--- src/rtl/demux32_1_4_buf_if.sv ---
// rtl/demux32_1_4_buf_if.sv - stream and lane signal bundle for the 1:4 buffered demux
// Purpose: groups the input stream, the four output lanes and the occupancy
//          bus so they can be passed to the demux as a single port.
// Signals:
//   in_data/in_sel/in_valid   source word, destination lane, valid
//   in_ready                  selected lane can accept
//   out_data/out_valid        lane k head = out_data[k*W +: W], head valid
//   out_ready                 lane k consumer accepts
//   lane_cnt                  lane k occupancy = lane_cnt[k*CW +: CW]
// Modports: master = source/consumer side, slave = demux side.
interface demux32_1_4_buf_if #(
   parameter int W     = 32,
   parameter int DEPTH = 2
);
   localparam int CW = $clog2(DEPTH) + 1;

   logic [W-1:0]    in_data;
   logic [1:0]      in_sel;
   logic            in_valid;
   logic            in_ready;
   logic [4*W-1:0]  out_data;
   logic [3:0]      out_valid;
   logic [3:0]      out_ready;
   logic [4*CW-1:0] lane_cnt;

   modport master (
      output in_data, in_sel, in_valid, out_ready,
      input  in_ready, out_data, out_valid, lane_cnt
   );

   modport slave (
      input  in_data, in_sel, in_valid, out_ready,
      output in_ready, out_data, out_valid, lane_cnt
   );
endinterface

--- src/rtl/demux32_1_4_buf.sv ---
// rtl/demux32_1_4_buf.sv - one-stream to four-lane demux with a FIFO per lane
// Purpose: routes each accepted input word to the lane named by in_sel. Every
//          lane owns a DEPTH-entry FIFO with its own valid/ready, so a stalled
//          consumer only back-pressures words aimed at its own lane.
// Ports:
//   clk    rising-edge clock
//   rst_n  asynchronous active-low reset, empties every lane
//   flush  synchronous clear of all lanes, wins over push and pop
//   bus    demux32_1_4_buf_if.slave (input stream, four lanes, occupancy)
module demux32_1_4_buf #(
   parameter int W     = 32,
   parameter int DEPTH = 2
) (
   input  logic                 clk,
   input  logic                 rst_n,
   input  logic                 flush,
   demux32_1_4_buf_if.slave     bus
);
   localparam int AW = $clog2(DEPTH);
   localparam int CW = AW + 1;
   localparam logic [CW-1:0] FULL = CW'(DEPTH);

   logic [W-1:0]  mem_q  [4][DEPTH];
   logic [W-1:0]  mem_d  [4][DEPTH];
   logic [AW-1:0] rptr_q [4];
   logic [AW-1:0] rptr_d [4];
   logic [AW-1:0] wptr_q [4];
   logic [AW-1:0] wptr_d [4];
   logic [CW-1:0] cnt_q  [4];
   logic [CW-1:0] cnt_d  [4];
   // Registered head per lane: keeps the last delivered word visible once a
   // lane drains, instead of exposing whatever stale entry rptr lands on.
   logic [W-1:0]  head_q [4];
   logic [W-1:0]  head_d [4];

   logic push_ok;

   // Readiness looks only at the selected lane's stored count, never at
   // out_ready, so a full lane refuses even when it is popping this cycle.
   assign bus.in_ready = (cnt_q[bus.in_sel] != FULL) && !flush;
   assign push_ok      = bus.in_valid && bus.in_ready;

   always_comb begin
      for (int k = 0; k < 4; k++) begin
         logic push_k;
         logic pop_k;
         mem_d[k]  = mem_q[k];
         rptr_d[k] = rptr_q[k];
         wptr_d[k] = wptr_q[k];
         cnt_d[k]  = cnt_q[k];
         push_k    = push_ok && (bus.in_sel == 2'(k));
         pop_k     = (cnt_q[k] != '0) && bus.out_ready[k];
         if (flush) begin
            rptr_d[k] = '0;
            wptr_d[k] = '0;
            cnt_d[k]  = '0;
         end else begin
            if (push_k) begin
               mem_d[k][wptr_q[k]] = bus.in_data;
               wptr_d[k]           = wptr_q[k] + AW'(1);
            end
            if (pop_k) begin
               rptr_d[k] = rptr_q[k] + AW'(1);
            end
            if (push_k && !pop_k) begin
               cnt_d[k] = cnt_q[k] + CW'(1);
            end else if (pop_k && !push_k) begin
               cnt_d[k] = cnt_q[k] - CW'(1);
            end
         end
         // Next head is read from the post-write array so a word pushed into
         // an empty lane appears right after its push edge.
         head_d[k] = (cnt_d[k] != '0) ? mem_d[k][rptr_d[k]] : head_q[k];
      end
   end

   always_ff @(posedge clk or negedge rst_n) begin
      if (!rst_n) begin
         for (int k = 0; k < 4; k++) begin
            for (int e = 0; e < DEPTH; e++) begin
               mem_q[k][e] <= '0;
            end
            rptr_q[k] <= '0;
            wptr_q[k] <= '0;
            cnt_q[k]  <= '0;
            head_q[k] <= '0;
         end
      end else begin
         for (int k = 0; k < 4; k++) begin
            mem_q[k]  <= mem_d[k];
            rptr_q[k] <= rptr_d[k];
            wptr_q[k] <= wptr_d[k];
            cnt_q[k]  <= cnt_d[k];
            head_q[k] <= head_d[k];
         end
      end
   end

   for (genvar g = 0; g < 4; g++) begin : g_lane
      assign bus.out_data[g*W +: W]   = head_q[g];
      assign bus.out_valid[g]         = (cnt_q[g] != '0);
      assign bus.lane_cnt[g*CW +: CW] = cnt_q[g];
   end
endmodule
--- src/flat_wrapper.sv ---
// flat-port wrapper written by rule: the top's interface ports become plain ports
module demux32_1_4_buf_flat 
#(
   parameter int W     = 32,
   parameter int DEPTH = 2
)
  (clk, rst_n, flush, bus_in_data, bus_in_sel, bus_in_valid, bus_out_ready, bus_in_ready, bus_out_data, bus_out_valid, bus_lane_cnt);
  demux32_1_4_buf_if #(.W(W), .DEPTH(DEPTH)) bus_i ();
  input  logic clk;
  input  logic rst_n;
  input  logic flush;
  input wire logic [$bits(bus_i.in_data)-1:0] bus_in_data;
  input wire logic [$bits(bus_i.in_sel)-1:0] bus_in_sel;
  input wire logic [$bits(bus_i.in_valid)-1:0] bus_in_valid;
  input wire logic [$bits(bus_i.out_ready)-1:0] bus_out_ready;
  output wire logic [$bits(bus_i.in_ready)-1:0] bus_in_ready;
  output wire logic [$bits(bus_i.out_data)-1:0] bus_out_data;
  output wire logic [$bits(bus_i.out_valid)-1:0] bus_out_valid;
  output wire logic [$bits(bus_i.lane_cnt)-1:0] bus_lane_cnt;
  assign bus_i.in_data = bus_in_data;
  assign bus_i.in_sel = bus_in_sel;
  assign bus_i.in_valid = bus_in_valid;
  assign bus_i.out_ready = bus_out_ready;
  assign bus_in_ready = bus_i.in_ready;
  assign bus_out_data = bus_i.out_data;
  assign bus_out_valid = bus_i.out_valid;
  assign bus_lane_cnt = bus_i.lane_cnt;
  demux32_1_4_buf #(.W(W), .DEPTH(DEPTH)) u_core (.clk(clk), .rst_n(rst_n), .flush(flush), .bus(bus_i));
endmodule
--- config.mk ---
export PLATFORM = sky130hd
export DESIGN_NAME = demux32_1_4_buf_flat
export DESIGN_NICKNAME = d
export VERILOG_FILES = /design/src/rtl/demux32_1_4_buf_if.sv /design/src/rtl/demux32_1_4_buf.sv /design/src/flat_wrapper.sv
export SDC_FILE = /design/constraint.sdc
export NUM_CORES = 1
export LEC_CHECK = 0
export CELL_PAD_IN_SITES_DETAIL_PLACEMENT = 1
export CELL_PAD_IN_SITES_GLOBAL_PLACEMENT = 1
export CORE_MARGIN = 5
export CORE_UTILIZATION = 35
export CTS_CLUSTER_DIAMETER = 100
export DETAILED_ROUTE_END_ITERATION = 10
export HOLD_SLACK_MARGIN = 0.1
export MAX_ROUTING_LAYER = met4
export PLACE_DENSITY_LB_ADDON = 0.1
export SYNTH_ARGS = -nofsm -noshare
export SYNTH_HDL_FRONTEND = slang
export SYNTH_SLANG_ARGS = --single-unit
--- constraint.sdc ---
create_clock -name clk -period 2.95 [get_ports clk]
set_input_delay 0.59 -clock clk [delete_from_list [all_inputs] [get_ports clk]]
set_output_delay 0.59 -clock clk [all_outputs]
set_load 0.02 [all_outputs]
==> flow_summary_export.csv, run 1 <==
group,metric,value,unit
yosys,yosysTopAreaCellShare,54.7,%
placed_design,io_buffers,182,
yosys,synth-seq-cells,400,
setup_path,crit_fanout,5,
final_layout,drive_gt1_share,22.2,%
floorplanning,num_io_pins,183,
floorplanning,die_area,57000,µm²
sta,min_period,2800,ps
route,drt_pass1_iterations,6,
route,dr_total_vias,14100,
sta,drv_slew,0,
setup_path,worstPathArrival,2210,ps
sta,max_freq,0.357,GHz
setup_path,crit_path_end_kind,"output pin",
floorplanning,die_x,239,µm
final_layout,n_fill_cell,5509,
cts,path_clk_slew,60,ps
worst_hold_path,hold_class,"reg2reg",
final_layout,area_growth,26.7,%
power,p_leak,10.1,nW
yosys,synth_nets,1750,
floorplanning,num_rows,83,
cts,cts-buffers-inserted,48,
final_layout,num-nets-final,1911,
floorplanning,die_height,239,µm
power,power_density,1030,nW/µm²
setup_path,crit_type,"reg2out",
setup_path,start_kind,"flip-flop",
sta,relSlewSlack,46.8,%
final_layout,fin_util,45.0,%
route,wire_per_inst,22.9,µm
cts,postCtsSetupRepairBufs,0,
job,cap_viol_max_count,0,
cts,cts_buffer_depth,3,
route,drc_errors,0,
placed_design,place.detailed.hpwl,39000,µm
cts,cts.sinks,400,
cts,clock_latency,590,ps
floorplanning,start_util,35.5,%
sta,final.period_utilization,95.0,%
floorplanning,fp.coreArea,51500,µm²
sta,worst_slew_pin_slew,798,ps
cts,cts_tree,"done",
grt,overflow,0,
placed_design,placed_area,21500,µm²
placed_design,gp_congestion,0.790,
grt,grtUsageTotal,21.2,%
route,drtIter0Drc,876,
power,p_total,23.8,mW
cts,h-tree-depth,2,
yosys,synthTopCellsByArea,"dfrtp_1 (55%), mux2_2 (14%), nand2_1 (5.5%)",
route,antenna_left,0,
yosys,ys_types,49,
sta,setup_viol,0,
grt,grt_pass1_vias,15000,
grt,grt_antenna_before_repair,3,
yosys,yosysSeqAreaShare,54.7,%
route,avgViaCountPerCell,5.45,
final_layout,seq_area,10000,µm²
yosys,avgSynthCellArea,10.7,µm²
final_layout,fin_area,23200,µm²
cts,root_buffer,"clkbuf_16",
sta,hold_violations,0,
grt,grt_max_degree,81,
sta,skew,15.5,ps
sta,rsz0062_at_grt,"no",
outcome,status,"finished, final reports clean",
setup_path,required,2360,ps
route,wirelength,59200,µm
power,peakVddDrop,0.000448,V
final_layout,multi_input_area,7650,µm²
yosys,ys.warnings.count,0,
grt,grt_pass1_wl,92500,µm
yosys,syn-cell-area,18300,µm²
yosys,synth_area_leader_cell,"dfrtp_1",
yosys,syn_inst,1704,
[through the flow]
stage                     TNS (ps)  setup slack [ps]  hold WS [ps]  instances
after floorplan                  0               343           294       1704
after global placement        -794             -42.6           460       2494
after detailed placement     -2870              -109           464       2494
after CTS                        0              73.1           479       2583
after global routing             0              14.4           501       2586
final                            0               147           476       2586
[power breakdown]
part | internal [mW] | switching (mW) | total [mW] | leakage, nW
combinational | 4.22 | 4.78 | 9.00 | 4.28
clock | 3.74 | 2.41 | 6.15 | 0.805
sequential | 7.37 | 1.32 | 8.68 | 5.06
[what timing repair did]
item / 4_1_cts / 5_1_grt
endpoints found under the setup margin: 1 / 0
resized for setup: 1 / 0
hold endpoints to repair: 45 / 0
hold buffers: 1 / 0
[routing by layer]
layer	vias to the layer above	track usage, %	part of all wire, %
met5	-	-	0
met4	0	4.38	1.8
li1	6386	-	-
met2	256	33.7	47
met1	7390	29.0	47
met3	69	3.37	3.7
[cell type report]
| class | instances | area share (%) |
|---|---|---|
| tap | 680 | 3.67 |
| inverter | 17 | 0.281 |
| sequential | 400 | 43.2 |
| multi-input combinational | 1131 | 33.0 |
| timing repair buffer | 267 | 12.8 |
| antenna | 3 | 0.0324 |
| clock inverter | 17 | 0.950 |
| clock buffer | 71 | 6.08 |
[synth_stat cells (all sizes together)]
| master | n |
|---|---|
| mux2 | 227 |
| o22ai | 93 |
| and2 | 4 |
| a22o | 3 |
| xnor2 | 8 |
| or4b | 1 |
| o211ai | 2 |
| nand4bb | 2 |
| clkbuf | 117 |
| mux2i | 13 |
| o41ai | 1 |
| and4bb | 1 |
| a21o | 1 |
| nand4b | 1 |
| o31ai | 93 |
| nand2 | 269 |
| a32oi | 31 |
| dfrtp | 400 |
| nor2b | 19 |
| nand2b | 35 |
| a21oi | 68 |
| a311oi | 2 |
| and4b | 1 |
| nand3 | 71 |
| mux4 | 1 |
| a22oi | 4 |
| inv | 17 |
| a31oi | 3 |
| o21ai | 9 |
| and2b | 1 |
| or3 | 2 |
| a211oi | 7 |
| o31a | 31 |
| o21bai | 1 |
| buf | 39 |
| ha | 4 |
| nor3 | 4 |
| nor2 | 115 |
| nor4b | 1 |
| nand3b | 2 |
[critical path, cell delays in order, from the launching register on]
cell and delay [ps]:
dfrtp_1 410, nor2b_1 500, mux4_2 350, nor2_1 40, dlygate4sd2_1 330
[logic make-up after synthesis]
family	after synthesis	share of synthesized area [%]
DFF	400	54.7
AOI/OAI and AO/OA	349	13.2
and+or+nand+nor	529	12.8
buffers and inverters	173	3.90
xor gates and xnor gates	8	0.383
muxes	241	14.8
adders and majority gates	4	0.273
[worst paths after layout]
path | endpoint | slack (ps) | cells after the start | start
max in group asynchronous | u_core.mem_q[205]$_DFF_PN0_ | 1510 | 4 | rst_n
max reg2reg | u_core.bus.out_data[33]$_DFFE_PN0P_ | 470 | 10 | u_core.bus.lane_cnt[2]$_DFF_PN0_
min in group asynchronous | u_core.bus.lane_cnt[6]$_DFF_PN0_ | 560 | 2 | rst_n
max | bus_in_ready | 150 | 4 | u_core.bus.lane_cnt[3]$_DFF_PN0_
min reg2reg | u_core.mem_q[4]$_DFF_PN0_ | 480 | 2 | u_core.mem_q[4]$_DFF_PN0_
min | u_core.mem_q[4]$_DFF_PN0_ | 480 | 2 | u_core.mem_q[4]$_DFF_PN0_
[cells in the final DEF, fill, tap and decap left out, types with 10 or more instances in the layout]
| cell | netlist | layout |
|---|---|---|
| o31a_1 | 31 | 31 |
| dfrtp_1 | 400 | 399 |
| nor2_1 | 104 | 104 |
| a32oi_1 | 31 | 31 |
| a21oi_1 | 68 | 68 |
| clkinv_2 | 0 | 10 |
| buf_12 | 0 | 40 |
| clkbuf_1 | 117 | 12 |
| clkbuf_8 | 0 | 10 |
| mux2i_1 | 13 | 11 |
| clkdlybuf4s50_1 | 0 | 180 |
| nand2_1 | 268 | 267 |
| o22ai_1 | 93 | 93 |
| inv_1 | 14 | 14 |
| nand2b_1 | 35 | 35 |
| clkbuf_16 | 0 | 49 |
| o31ai_1 | 93 | 93 |
| mux2_2 | 226 | 226 |
| nand3_1 | 71 | 69 |
| nor2_2 | 11 | 10 |
| nor2b_1 | 19 | 19 |
| buf_4 | 3 | 44 |
[registers in the layout (all words and copies together) (netlist names)]
signal	cells
u_core.mem_q	256
u_core.wptr_q	4
u_core.bus.out_data	128
u_core.rptr_q	4
u_core.bus.lane_cnt	8
No activity file was read; power rests on OpenSTA's default activity.
==> run 2, diff against run 1 <==
--- a/config.mk
+++ b/config.mk
@@ -7,7 +7,6 @@
 export LEC_CHECK = 0
 export CELL_PAD_IN_SITES_DETAIL_PLACEMENT = 1
 export CELL_PAD_IN_SITES_GLOBAL_PLACEMENT = 1
-export CORE_MARGIN = 5
 export CORE_UTILIZATION = 35
 export CTS_CLUSTER_DIAMETER = 100
 export DETAILED_ROUTE_END_ITERATION = 10
==> run 2 against run 1 <==
- fmax fell by 0.26%
- combinational power barely moved
- clock power fell by 5.5%
- wire length fell by 2.1%
- cell area fell by 0.19%
- sequential power fell by 0.5%
- global-route usage rose by 1.8 points
- sequential share of layout area rose by 0.082 points
- cell count rose by 0.31%
- clock-buffer cell count fell by 3
- highest routed layer unchanged
==> flow_summary_export.csv, run 2 (synthesis gave the netlist of run 1 again) <==
group,metric,value,unit
final_layout,fin_util,44.9,%
setup_path,crit_fanout,6,
power,p_total,23.4,mW
placed_design,io_buffers,182,
final_layout,max_flop_register,"u_core.mem_q",
cts,cts_buffer_depth,3,
grt,grt_pass1_wl,91300,µm
route,wl_met2,27300,µm
setup_path,worstPathArrival,2220,ps
cts,cts_tree,"done",
sta,setup_viol,0,
power,power_density,1010,nW/µm²
final_layout,mostFrequentLayoutCell,"dfrtp_1",
sta,worst_slew_pin_slew,753,ps
sta,hold_violations,0,
sta,holdWs,474,ps
floorplanning,die_area,53200,µm²
setup_path,start_kind,"flip-flop",
sta,final.period_utilization,95.3,%
setup_path,cp_cell_sequence,"nor2b_1 -> mux4_2 -> nor2_1 -> dlygate4sd2_1",
setup_path,cp_slowest_cell,"nor2b_1",
floorplanning,die_height,231,µm
placed_design,place.detailed.hpwl,37600,µm
worst_hold_path,hold_class,"reg2reg",
setup_path,cp_top_family,"simple AND/OR/NAND/NOR gates",
setup_path,reg2reg_depth,8,
setup_path,required,2360,ps
route,top_layer,"met4",
route,wl_met1,27000,µm
sta,relSlewSlack,49.7,%
power,seq_power_share,36.9,%
route,wire_per_inst,22.3,µm
cts,root_buffer,"clkbuf_16",
setup_path,crit_type,"reg2out",
power,p_leak,10.2,nW
power,p_sw_share,35.9,%
cts,path_clk_slew,60,ps
route,drc_errors,0,
outcome,status,"finished, final reports clean",
sta,rsz0062_at_grt,"no",
grt,grt_antenna_before_repair,5,
setup_path,crit_path_end_kind,"output pin",
placed_design,gp_congestion,0.797,
floorplanning,start_util,35.5,%
power,p_comb_share,38.3,%
final_layout,largest_reg_flops,256,
cts,clock_latency,590,ps
setup_path,r2r-start,"u_core.bus.lane_cnt[0]$_DFF_PN0_",
route,wirelength,57900,µm
setup_path,timing.reg2reg.setup_slack,400,ps
worst_hold_path,hold_depth,2,
final_layout,num-nets-final,1918,
setup_path,worst-path-buf-inv,1,
power,switchingPower,8.42,mW
grt,grt_max_degree,80,
cts,cts-buffers-inserted,47,
final_layout,fin_area,23100,µm²
route,route.met3.wl,1840,µm
setup_path,critPathMaxStageDelay,490,ps
final_layout,final_cell_mix,"dfrtp_1 (399), nand2_1 (267), mux2_2 (226)",
power,peakVddDrop,0.000480,V
sta,skew,24.7,ps
floorplanning,num_io_pins,183,
route,dr_total_vias,14000,
worst_hold_path,min_to,"u_core.mem_q[31]$_DFF_PN0_",
final_layout,area_growth,26.4,%
cts,cts.sinks,400,
worst_hold_path,hp-start,"u_core.mem_q[31]$_DFF_PN0_",
placed_design,placed_area,21600,µm²
job,cap_viol_max_count,0,
route,drt_pass1_iterations,5,
route,drtIter0Drc,726,
power,intPower,15.0,mW
grt,grtUsageTotal,22.9,%
sta,drv_slew,0,
sta,max_freq,0.356,GHz
final_layout,drive_gt1_share,22.6,%
setup_path,rr_endpoint,"u_core.bus.out_data[12]$_DFFE_PN0P_",
floorplanning,num_rows,83,
floorplanning,fp.coreArea,51500,µm²
sta,min_period,2810,ps
route,avgViaCountPerCell,5.41,
power,clkPwrFrac,24.8,%
grt,overflow,0,
route,antenna_left,0,
sta,finalSetupTns,0,ps
cts,h-tree-depth,2,
cts,postCtsSetupRepairBufs,0,
grt,grt_pass1_vias,15100,
floorplanning,die_x,231,µm
[run 2: cell count changes in the layout (fill, tap and decap cells not counted), sizes merged]
| cell | change |
|---|---|
| clkbuf | -3 |
| clkinv | +4 |
| buf | +8 |
| diode | +2 |
| bufinv | -3 |
[run 2: stage by stage]
stage | setup WS (ps) | std cells
after floorplan | 343 | 1704
after global placement | -86.6 | 2502
after detailed placement | -159 | 2502
after CTS | 73.7 | 2589
after global routing | 0.547 | 2594
final | 140 | 2594
[run 2: timing repair]
| item | in CTS | in global routing |
|---|---|---|
| resized for setup | 1 | 0 |
| setup endpoints to repair | 1 | 0 |
| hold buffers | 1 | 0 |
| hold endpoints to repair | 64 | 0 |
[run 2: cell type report]
type | instances | area (µm²)
clock inverters | 18 | 158
flip-flops and latches | 400 | 10000
well taps | 680 | 851
diodes | 5 | 12.5
multi-input cells | 1131 | 7650
repair buffers | 275 | 3010
clock buffers | 68 | 1380
fillers | 5544 | 28400
inverters | 17 | 63.8
[run 2: power by group through the flow]
stage | clock network, mW | logic, mW | registers [mW]
after floorplan | 0 | 4.29 | 9.26
after global placement | 0 | 8.85 | 8.67
after detailed placement | 0 | 9.04 | 8.74
after CTS | 5.97 | 9.09 | 8.67
after global routing | 6.18 | 9.79 | 8.88
final | 5.81 | 8.97 | 8.64
[run 2: tightest hold or removal path, stage by stage, from the launching register on]
cell,delay [ps]
dfrtp_1,340
nand2_1,50
nand2_1,50
[run 2: worst max-delay path by stage]
stage                                      from  slack (ps)                             endpoint  cells after the start
6_report       u_core.bus.lane_cnt[7]$_DFF_PN0_         140                         bus_in_ready                      4
5_1_grt        u_core.bus.lane_cnt[7]$_DFF_PN0_         0.5                         bus_in_ready                      4
4_1_cts        u_core.bus.lane_cnt[7]$_DFF_PN0_          70                         bus_in_ready                      4
3_5_place_dp                              flush        -160  u_core.bus.out_data[12]$_DFFE_PN0P_                      6
3_3_place_gp                              flush         -90  u_core.bus.out_data[16]$_DFFE_PN0P_                      6
2_1_floorplan  u_core.bus.lane_cnt[4]$_DFF_PN0_         340  u_core.bus.out_data[64]$_DFFE_PN0P_                     11
[run 2: metal layers]
layer | up-vias | global-route usage (%)
met3 | 95 | 3.37
met2 | 226 | 36.0
met1 | 7315 | 30.6
met4 | 0 | 7.04
li1 | 6410 | -
met5 | - | -
==> run 3, diff against run 2 <==
==> constraint.sdc (replaced) <==
create_clock -name clk -period 3.42 [get_ports clk]
set_input_delay 0.684 -clock clk [delete_from_list [all_inputs] [get_ports clk]]
set_output_delay 0.684 -clock clk [all_outputs]
set_load 0.02 [all_outputs]
==> run 3 against run 2 <==
- core utilization down 0.68 points
- hold slack better by 1.2 ps
- total power down 13%
- die area unchanged
- global-route usage down 0.38 points
- wire length down 2.5%
- critical path type unchanged
- highest routed layer unchanged
==> flow_summary_export.csv, run 3 (synthesis gave the netlist of run 1 again) <==
group,metric,value,unit
cts,h-tree-depth,2,
final_layout,num-nets-final,1879,
placed_design,placed_area,21100,µm²
route,wire_per_inst,22.1,µm
final_layout,final_cell_mix,"dfrtp_1 (399), nand2_1 (267), mux2_2 (226)",
cts,cts.sinks,400,
grt,globalRouteMet3Util,3.46,%
setup_path,cp_slowest_cell,"clkdlybuf4s50_1",
final_layout,drive_gt1_share,21.4,%
sta,relSlewSlack,28.0,%
floorplanning,fp.coreArea,51500,µm²
floorplanning,num_rows,83,
sta,worst_slew_pin_slew,1080,ps
route,drc_errors,0,
floorplanning,start_util,35.5,%
final_layout,fin_area,22800,µm²
setup_path,timing.reg2reg.setup_slack,650,ps
cts,cts_tree,"done",
final_layout,n_fill_cell,5541,
route,drtIter0Drc,828,
grt,grt_max_degree,99,
sta,hold_violations,0,
sta,setup_viol,0,
power,power_density,894,nW/µm²
setup_path,crit_fanout,6,
route,drt_pass1_iterations,5,
final_layout,area_growth,24.5,%
route,avgViaCountPerCell,5.43,
setup_path,critPathMaxStageDelay,610,ps
power,p_leak,9.95,nW
power,p_comb_share,36.8,%
power,seq_power_share,36.7,%
placed_design,io_buffers,182,
cts,cts_buffer_depth,3,
grt,met1_usage,29.8,%
final_layout,instances_no_fill,2554,
power,p_total,20.4,mW
sta,finalSetupTns,0,ps
floorplanning,die_height,231,µm
route,wirelength,56500,µm
final_layout,multi_input_area,7650,µm²
setup_path,cp_cell_sequence,"nor2b_1 -> mux4_2 -> nor2_1 -> clkdlybuf4s50_1",
grt,grt_pass1_vias,14800,
setup_path,start_kind,"flip-flop",
sta,rsz0062_at_grt,"no",
route,dr_total_vias,13900,
cts,cts-buffers-inserted,46,
power,intPower,13.2,mW
grt,grtUsageTotal,22.5,%
cts,clock_latency,580,ps
power,clkPwrFrac,26.5,%
setup_path,worstPathArrival,2470,ps
power,peakVddDrop,0.000412,V
sta,max_freq,0.317,GHz
setup_path,crit_path_end_kind,"output pin",
sta,min_period,3160,ps
placed_design,place.detailed.hpwl,35800,µm
floorplanning,num_io_pins,183,
job,cap_viol_max_count,0,
cts,root_buffer,"clkbuf_16",
setup_path,crit_type,"reg2out",
worst_hold_path,hold_class,"reg2reg",
grt,use_met2,35.9,%
final_layout,max_flop_register,"u_core.mem_q",
power,switchingPower,7.18,mW
sta,drv_slew,0,
outcome,status,"finished, final reports clean",
cts,post_cts_resized,0,
final_layout,seq_area,10000,µm²
power,p_sw_share,35.3,%
final_layout,mostFrequentLayoutCell,"dfrtp_1",
floorplanning,die_area,53200,µm²
floorplanning,die_x,231,µm
grt,overflow,0,
sta,holdWs,475,ps
placed_design,gp_congestion,0.783,
grt,grt_busiest_layer,"met2",
cts,path_clk_slew,60,ps
grt,grt_pass1_wl,90400,µm
route,antenna_left,0,
placed_design,dp.cells,2464,
grt,grt_antenna_before_repair,3,
final_layout,largest_reg_flops,256,
sta,skew,16.6,ps
setup_path,required,2740,ps
sta,final.period_utilization,92.3,%
==> run 3: cell types whose count changed in the layout (fill, tap and decap cells not counted), moves of 2 or more <==
cell | before | now
buf_4 | 53 | 32
buf_12 | 39 | 22
clkbuf_1 | 10 | 2
bufinv_16 | 2 | 6
clkbuf_8 | 10 | 14
clkinv_2 | 13 | 11
clkinvlp_4 | 1 | 3
==> run 3: timing repair <==
item                                   4_1_cts  5_1_grt
setup endpoints to repair                    0        0
hold buffers                                 1        0
endpoints found under the hold margin       43        0
setup buffers                                0        0
==> run 3: power groups by stage <==
stage	clock (mW)	combinational [mW]	sequential [mW]
after CTS	5.55	7.61	7.50
after global routing	5.73	8.22	7.69
after floorplan	0	3.70	7.99
after global placement	0	7.40	7.50
final	5.40	7.50	7.47
after detailed placement	0	7.56	7.56
==> run 3: worst paths after layout <==
kind                                                  start                                   end  cells past startpoint
setup / recovery           u_core.bus.lane_cnt[7]$_DFF_PN0_                          bus_in_ready                      4
hold / removal                    u_core.mem_q[1]$_DFF_PN0_             u_core.mem_q[1]$_DFF_PN0_                      2
setup reg to reg           u_core.bus.lane_cnt[4]$_DFF_PN0_   u_core.bus.out_data[80]$_DFFE_PN0P_                      8
hold reg to reg                   u_core.mem_q[1]$_DFF_PN0_             u_core.mem_q[1]$_DFF_PN0_                      2
max in group asynchronous                             rst_n  u_core.bus.out_data[109]$_DFFE_PN0P_                      3
min in group asynchronous                             rst_n      u_core.bus.lane_cnt[7]$_DFF_PN0_                      2
==> run 3: through the flow <==
stage	util [%]	setup WS, ps
after CTS	44.2	203
after global routing	44.2	141
after detailed placement	40.9	159
final	44.2	264
after global placement	40.9	218
after floorplan	-	813
==> run 3: per-layer routing <==
metal	wire [µm]	share of wire, %
met5	0	0
met4	1380	2.4
met3	1960	3.5
met1	26000	46
met2	27200	48
==> run 3: area by class of cell <==
cell class | instances | share of cell area, %
Inverter | 17 | 0.280
Multi-Input combinational cell | 1131 | 33.6
Timing Repair Buffer | 237 | 11.0
Sequential cell | 400 | 43.9
Tap cell | 680 | 3.73
Clock inverter | 20 | 1.13
Clock buffer | 65 | 6.26
Antenna cell | 4 | 0.0439
==> run 3: critical path, delay by kind of cell, from the launching register on <==
kind	cells	cell delay (ps)
buffers and inverters	1	610
and+or+nand+nor	2	340
DFF	1	450
muxes	1	490
==> RTL edit (flow settings as in run 1) <==
`W` is set to 32 in 3 places; all go to 16.
--- a/src/rtl/demux32_1_4_buf_if.sv
+++ b/src/rtl/demux32_1_4_buf_if.sv
@@ -10,5 +10,5 @@
 // Modports: master = source/consumer side, slave = demux side.
 interface demux32_1_4_buf_if #(
-   parameter int W     = 32,
+   parameter int W     = 16,
    parameter int DEPTH = 2
 );
--- a/src/rtl/demux32_1_4_buf.sv
+++ b/src/rtl/demux32_1_4_buf.sv
@@ -9,5 +9,5 @@
 //   bus    demux32_1_4_buf_if.slave (input stream, four lanes, occupancy)
 module demux32_1_4_buf #(
-   parameter int W     = 32,
+   parameter int W     = 16,
    parameter int DEPTH = 2
 ) (
--- a/src/flat_wrapper.sv
+++ b/src/flat_wrapper.sv
@@ -2,5 +2,5 @@
 module demux32_1_4_buf_flat 
 #(
-   parameter int W     = 32,
+   parameter int W     = 16,
    parameter int DEPTH = 2
 )
Interface: changed (resized bus_in_data and bus_out_data); port bits go from 183 to 103. The function was not compared with the original's and may differ.
==> RTL edit against run 1 <==
  * Non-clock buffer count shrank 83
  * Sequential cell count shrank 192
  * Power shrank 49%
  * Clock power shrank 50%
  * Count of clock-buffer cells in the layout shrank 35
  * Synthesized area shrank 47%
  * Critical path type unchanged
  * Sequential power shrank 50%
  * Hold slack lost 0.0054 ns
  * Fmax grew 6.2%
  * Critical path depth is the same
  * Setup slack gained 0.16 ns
  * Critical endpoint unchanged
  * Core utilization grew 0.90 points
  * Final area shrank 45%
  * Routed wire length shrank 52%
  * Largest cell class unchanged
  * Largest power group unchanged
==> RTL edit: results (changes against run 1) <==
Run status
  – Status: finished, final reports clean

GRT
  – Met2 Use GR: 32.92% (-0.74 points)
  – GRT Total Usage: 19.00% (-2.2 points)
  – GRT met3 Usage: 2.115% (-1.3 points)
  – First-pass GRT wire length: 46.66 mm (-50%)
  – Largest net degree at the start of global routing: 60 (-26%)
  – Number of global-route vias before repair: 8,359 (-44%)
  – Initial antenna violation count: 0 (-3)
  – Met1 GRT Util: 24.57% (-4.4 points)

Synth
  – Sequential share of the synthesized area: 53.26% (-1.4 points)
  – Commonest cells post-synth: dfrtp_1 (208), nand2_1 (139), o21ai_0 (125)
  – Post-synthesis cell type count: 53 (+8.2%)
  – Largest cells by area after synthesis: dfrtp_1 (53%), o21ai_0 (6.4%), mux2_2 (5.5%)
  – Post-Syn Nets: 1,022 (-42%)
  – Syn Area/Cell: 9.852 um^2 (-8.3%)

Placed design
  – Gpl congestion: 0.7932 (+0.46%)
  – Pre-CTS setup slack: -0.07705 ns (+0.03232 ns)
  – Placed Instance Area: 11,870 um^2 (-45%)
  – Number of port buffers: 102 (-44%)
  – Final HPWL DP: 20.33 mm (-48%)

Critical path
  – Worst-path fanout max: 6 (+1)
  – CP startpoint: u_core.bus.lane_cnt[7]
  – Crit path DAT: 2.05 ns (-0.16 ns)
  – Slowest cell on crit path: mux4_2
  – CP delay by family, top: multiplexers
  – Crit path largest cell delay: 0.48 ns (-0.02 ns)

Hold path
  – Hold path start: u_core.mem_q[47]
  – HP Class: register to register

Route
  – Wire length on met1: 12.99 mm (-53%)
  – Met3 Wirelength: 725 um (-67%)
  – Top sig layer: met4
  – DRT iter0 DRCs: 355 (-59%)
  – DR pass1 iterations: 4 (-2)
  – Routed wl met2: 14.58 mm (-48%)
  – DR vias/cell: 5.096 (-6.5%)
  – Drt wl/cell: 18.62 um (-19%)

Clocking
  – H-tree Lvls: 1 (-1)
  – Worst-Skew Late Latency: 0.52 ns (-0.07 ns)
  – CTS buffer count: 24 (-50%)
  – Clk slew on worst S/H paths: 0.06 ns (about the same)
  – Clock Path Buffers: 3 (unchanged)

Final layout
  – N_diodes: 0 (-3)
  – Fill cells: 3,097 (-44%)
  – Layout cell share with drive strength beyond 1: 16.18% (-6.1 points)
  – Final cell count without fillers: 1,534 (-41%)
  – Fin nets: 1,168 (-39%)
  – Max FFs per register: 128 (-50%)

Power and ir drop
  – Worst IR Drop VDD: 0.5154 mV (+15%)
  – Lkg Pwr: 5.753 nW (-43%)
  – Sw frac: 34.87% (-0.83 points)

STA
  – Worst slew pin tran: 0.5175 ns (-0.2807 ns)
  – Clk_skew: 0.01403 ns (-0.001430 ns)
==> RTL edit: logic make-up (layout without fill, tap and decap cells) <==
family	after synthesis	after routing	synth area share, %
xor+xnor	10	10	1.037
compound gates	240	240	14.89
fa+ha+maj	4	4	0.5121
simple gates	316	316	14.43
mux	101	101	11.25
flops	208	208	53.26
buf+inv	113	277	4.622
==> RTL edit: path summary, 6_finish.rpt <==
| path | slack, ns | depth (start not counted) | to |
|---|---|---|---|
| worst max-delay path | 0.31 | 4 | bus_in_ready |
| max in group asynchronous | 1.58 | 3 | u_core.bus.out_data[58] |
| worst min-delay path | 0.47 | 2 | u_core.mem_q[47] |
| min in group asynchronous | 0.61 | 2 | u_core.bus.lane_cnt[0] |
| worst max register to register | 0.46 | 9 | u_core.bus.out_data[25] |
| worst min register to register | 0.47 | 2 | u_core.mem_q[47] |
==> RTL edit: final cells by class <==
cell class                      instances  area, um^2  area share [%]
Sequential cell                       208        5206           40.94
Multi-Input combinational cell        671        4150           32.63
Timing Repair Buffer                  184        1867           14.68
Clock buffer                           36       735.7           5.785
Tap cell                              378       473.0           3.719
Inverter                               49       183.9           1.446
Clock inverter                          8       101.3          0.7969
==> RTL edit: what timing repair did <==
action                                  CTS  global route
hold buffers                              1             0
endpoints found under the setup margin    1             0
gates resized for setup                   2             0
buffers inserted                          0             0
endpoints found under the hold margin    54             0
==> RTL edit: power by group through the flow <==
| stage | sequential, W | combinational, W | clock, W |
|---|---|---|---|
| 3_5_place_dp | 0.00438 | 0.00468 | 0 |
| 4_1_cts | 0.00433 | 0.00470 | 0.00319 |
| 5_1_grt | 0.00444 | 0.00505 | 0.00330 |
| 2_1_floorplan | 0.00472 | 0.00218 | 0 |
| 3_3_place_gp | 0.00436 | 0.00459 | 0 |
| 6_report | 0.00432 | 0.00462 | 0.00310 |
